===== src/rtl/core_pipe_fetch_realign.sv =====
// rtl/core_pipe_fetch_realign.sv - realigns 32-bit fetch words into one RVC/RV32 instruction per decode handshake
//
// Ports:
//   g_clk, g_resetn           clock, asynchronous active-low reset
//   s_flush, s_flush_pc       redirect: drop buffered halfwords, restart at s_flush_pc
//   f_valid/f_ready/f_data/f_error
//                             fetch word handshake (f_data[15:0] is the lower address)
//   d_valid/d_ready           decode handshake
//   d_instr/d_pc/d_size/d_error
//                             head instruction, its PC, 1 = 32-bit, fetch error flag
`timescale 1ns/1ps

module core_pipe_fetch_realign #(
  parameter int              PC_W     = 64,
  parameter logic [PC_W-1:0] PC_RESET = 'h80000000
) (
  input  logic            g_clk,
  input  logic            g_resetn,
  input  logic            s_flush,
  input  logic [PC_W-1:0] s_flush_pc,
  input  logic            f_valid,
  output logic            f_ready,
  input  logic [31:0]     f_data,
  input  logic            f_error,
  output logic            d_valid,
  input  logic            d_ready,
  output logic [31:0]     d_instr,
  output logic [PC_W-1:0] d_pc,
  output logic            d_size,
  output logic            d_error
);

  // hw[0] is the oldest halfword; entries at index >= count are kept at zero
  logic [15:0]     hw [4];
  logic [3:0]      err;
  logic [2:0]      count;
  logic [PC_W-1:0] pc;
  logic            drop_first;
  logic            halted;

  logic [15:0]     nhw [4];
  logic [3:0]      nerr;
  logic [2:0]      count_next;
  logic [2:0]      pop_n;
  logic [2:0]      push_n;
  logic [2:0]      base;
  logic            need2;
  logic            head_ok;
  logic            pop;
  logic            push;

  assign need2   = (hw[0][1:0] == 2'b11);
  assign head_ok = need2 ? (count >= 3'd2) : (count >= 3'd1);

  // An errored head is released even if incomplete so decode can trap on it
  assign d_valid = !halted && (head_ok || ((count != 3'd0) && err[0]));
  assign f_ready = !halted && (count <= 3'd2);

  assign d_size  = need2;
  assign d_instr = need2 ? {((count >= 3'd2) ? hw[1] : 16'h0), hw[0]} : {16'h0, hw[0]};
  assign d_error = err[0] | (need2 && (count >= 3'd2) && err[1]);
  assign d_pc    = pc;

  assign pop  = d_valid && d_ready;
  assign push = f_valid && f_ready;

  // On the error path a 32-bit head may leave with only one halfword present
  assign pop_n  = !pop ? 3'd0 : ((need2 && (count >= 3'd2)) ? 3'd2 : 3'd1);
  assign push_n = !push ? 3'd0 : (drop_first ? 3'd1 : 3'd2);
  assign base   = count - pop_n;
  assign count_next = count - pop_n + push_n;

  always_comb begin
    for (int i = 0; i < 4; i++) begin
      nhw[i]  = 16'h0;
      nerr[i] = 1'b0;
    end
    // Shift surviving entries toward hw[0]
    for (int i = 0; i < 4; i++) begin
      int j;
      j = i + int'(pop_n);
      if (j < int'(count)) begin
        nhw[i]  = hw[j[1:0]];
        nerr[i] = err[j[1:0]];
      end
    end
    // Append after the survivors; f_ready guarantees base <= 2
    if (push) begin
      if (drop_first) begin
        nhw[base[1:0]]  = f_data[31:16];
        nerr[base[1:0]] = f_error;
      end else begin
        nhw[base[1:0]]          = f_data[15:0];
        nerr[base[1:0]]         = f_error;
        nhw[base[1:0] + 2'd1]   = f_data[31:16];
        nerr[base[1:0] + 2'd1]  = f_error;
      end
    end
  end

  always_ff @(posedge g_clk or negedge g_resetn) begin
    if (!g_resetn) begin
      hw         <= '{default: 16'h0};
      err        <= 4'h0;
      count      <= 3'd0;
      pc         <= PC_RESET;
      drop_first <= PC_RESET[1];
      halted     <= 1'b0;
    end else if (s_flush) begin
      hw         <= '{default: 16'h0};
      err        <= 4'h0;
      count      <= 3'd0;
      pc         <= {s_flush_pc[PC_W-1:1], 1'b0};
      drop_first <= s_flush_pc[1];
      halted     <= 1'b0;
    end else begin
      hw    <= nhw;
      err   <= nerr;
      count <= count_next;
      pc    <= pc + PC_W'({pop_n, 1'b0});
      if (push) begin
        drop_first <= 1'b0;
      end
      if (pop && d_error) begin
        halted <= 1'b1;
      end
    end
  end

endmodule

===== config.mk =====
export PLATFORM = sky130hd
export DESIGN_NAME = core_pipe_fetch_realign
export DESIGN_NICKNAME = d
export VERILOG_FILES = /design/src/rtl/core_pipe_fetch_realign.sv
export SDC_FILE = /design/constraint.sdc
export NUM_CORES = 1
export LEC_CHECK = 0
export ABC_AREA = 0
export BUFFER_PORTS_ARGS = -buffer_cell sky130_fd_sc_hd__buf_2
export CAP_MARGIN = 0
export CORE_MARGIN = 10
export CORE_UTILIZATION = 37
export CTS_BUF_LIST = sky130_fd_sc_hd__clkbuf_8
export CTS_CLUSTER_SIZE = 12
export DETAILED_ROUTE_END_ITERATION = 12
export RECOVER_POWER = 50
export SLEW_MARGIN = 30
export SYNTH_ARGS = -nofsm -noshare
export SYNTH_HDL_FRONTEND = slang
export SYNTH_SLANG_ARGS = --single-unit

===== constraint.sdc =====
create_clock -name g_clk -period 4.4 [get_ports g_clk]
set_input_delay 1.32 -clock g_clk [delete_from_list [all_inputs] [get_ports g_clk]]
set_output_delay 1.32 -clock g_clk [all_outputs]
set_load 0.1 [all_outputs]

==> qor.txt <==
Fillers -> 2753
DR vias/cell -> 5.76
Initial antenna violation count -> 4
Worst Setup Path Type -> in -> reg
Yosys top cell by area -> dfrtp_1
Hold Crit Class -> reg -> reg
Drt first pass iters -> 5
WP data arrival -> 4.27 ns
Avg Synthesized Cell Area -> 8.05 um^2
Routability cong. -> 0.893
Grt ovf -> 0
Post-layout util -> 0.441
Count leader, synth -> nand2_1
Async SR Flop Fraction -> 1.00
1st-iter DRT viols -> 897
Port buffer count -> 199
Largest net degree at the start of global routing -> 78
Die height -> 186 um
Longest Clk Path Bufs -> 2
Row count -> 60
Status -> finished with violations
DP Cell Count -> 1774
Root buf cell -> clkbuf_8
Part of the Yosys area used for sequential elements -> 0.332
PwrDens -> 717 nW/um^2
Post-synth net total -> 1390
RSZ-0062 raised after global routing -> no
Top FF cell, synth -> dfrtp_1
IO Pins -> 202
Clk sink count -> 136
Crit path max fanout -> 17
First-pass GRT wire length -> 57800 um
WL/cell -> 20.3 um
Final Max Tran Viols -> 130
Synth Register Bits -> 136
Setup crit start kind -> input pin
Starting Density -> 0.378
DRC Markers -> 0
Final worst path period share -> 0.889
Final TNS setup -> 0 ns
Mapped Cells -> 1273
Num CTS Buffers -> 17
Die Span X -> 186 um
Failing checks -> max-capacitance violations, max-slew violations
Die ar. -> 34700 um^2
Postcts setup bufs -> 0
Vias -> 10.4k
Lkg Pwr -> 5.09 nW
Fmax -> 256 MHz
Cts repair resizes -> 0
Antenna-violating nets left -> 0
Min Tclk post-route -> 3.91 ns
Final setup fails -> 0
Max_slew headroom -> -0.693
Area contributors post-synth -> dfrtp_1 (33%), nand2_1 (6.8%), mux2i_1 (4.1%), a21oi_1 (4.0%), nor2_1 (3.9%)
Synth cell count leaders -> nand2_1 (185), dfrtp_1 (135), nor2_1 (107)
Top cell type's share of synthesized area -> 0.330
Synth cell types -> 71
Max cap viols -> 3
Final hold violation count -> 0
Register Area -> 3400 um^2
Final HPWL from detailed placement -> 25100 um
Mapped cell area -> 10200 um^2
Worst Max-Slew Pin Slew -> 2.54 ns
Share of cells above drive strength 1 -> 0.210
Final Skew -> 0.0316 ns
CORE AREA -> 27100 um^2
CP Capture Type -> register
Hold Buf Count CTS -> 0
Finished Layout Cells -> 1809
Area occupied by multi-input gates -> 6050 um^2
WP data required -> 4.76 ns
YS warnings -> 0
Area Growth Syn to Fin -> 16.7%
Total track usage -> 0.204
Nets@finish -> 1538
Routed WL -> 36700 um
Reg clk slew, reported paths -> 0.10 ns
Peak VDD IR -> 0.000336 V
Clk Latency, worst-skew pair -> 0.47 ns
Post-synth EDFFs -> 0
CTS tree -> built
H-tree depth -> 4
Vias in the first global route -> 10.1k
[sequential cells by signal, summed over array words and instances (netlist names)]
register	flops
err	4
halted	1
hw	64
d_pc	63
count	3
drop_first	1
[layer usage]
metal,up-vias,GRT usage,wire (um)
met4,2,0.0632,808
met2,490,0.321,16900
met5,-,0,9
met3,65,0.0544,3120
met1,4981,0.266,15900
li1,4876,-,-
[path summary, 6_finish.rpt]
path / from / endpoint / slack (ns) / cells after the start
min: d_pc[48] / d_pc[48] / 0.61 / 2
min in group asynchronous: g_resetn / d_pc[21] / 1.41 / 1
max: d_ready / hw[63] / 0.49 / 13
min reg2reg: d_pc[48] / d_pc[48] / 0.61 / 2
max in group asynchronous: g_resetn / hw[49] / 0.82 / 2
max reg2reg: hw[48] / hw[63] / 0.78 / 12
[power by group]
part	switching, W	internal (W)	leakage (nW)
Sequential	0.000393	0.00158	1.75
Combinational	0.00364	0.00181	3.14
Clock	0.000621	0.000530	0.211
Total	0.00466	0.00392	5.09
[worst max-delay path, stage by stage]
cell	delay [ns]
buf_2	0.08
nor2b_1	0.28
a22o_4	0.22
inv_4	0.05
nor2_8	0.09
buf_4	0.16
inv_1	0.05
ha_1	0.44
buf_4	0.26
nor2_1	0.10
a221o_1	0.79
a32oi_1	0.20
nor3_1	0.22
[area by class of cell]
| type | instances | area share |
|---|---|---|
| diodes | 3 | 0.000628 |
| clock buffers | 17 | 0.0196 |
| clock inverters | 15 | 0.0154 |
| inverters | 38 | 0.0123 |
| multi-input cells | 969 | 0.506 |
| flip-flops and latches | 136 | 0.285 |
| well taps | 372 | 0.0389 |
| repair buffers | 259 | 0.123 |
[cell families after synthesis]
kind of cell	count (synthesis)	synth area share
AND/OR/NAND/NOR	459	0.206
multiplexers	69	0.0729
AO/OA/AOI/OAI	360	0.234
other	1	0.000366
flip-flops	136	0.332
adder cells (fa/ha/maj)	15	0.0205
XOR/XNOR	65	0.0556
buffers and inverters	168	0.0791
[through the flow]
stage / setup slack [ns] / area [um^2] / total power [W] / hold slack (ns)
final: 0.487 / 12000 / 0.00858 / 0.609
after global routing: 0.212 / 12000 / 0.00907 / 0.639
after CTS: 0.538 / 12000 / 0.00855 / 0.605
after detailed placement: 0.0621 / 11600 / 0.00738 / 0.586
after global placement: 0.0768 / 11600 / 0.00732 / 0.581
after floorplan: 0.0807 / 10200 / 0.00598 / 0.537
[placed cells by master (no fill, tap or decap), types with 37 or more instances in the layout]
cell type	n
a21oi_1	82
buf_4	50
nand3_1	39
o21ai_0	80
xnor2_1	37
clkbuf_1	48
buf_2	153
dfrtp_1	135
mux2i_1	42
nor2_1	106
o22ai_1	46
nand2_1	185
nor3_1	48
Power figures use the tool's default switching activity.
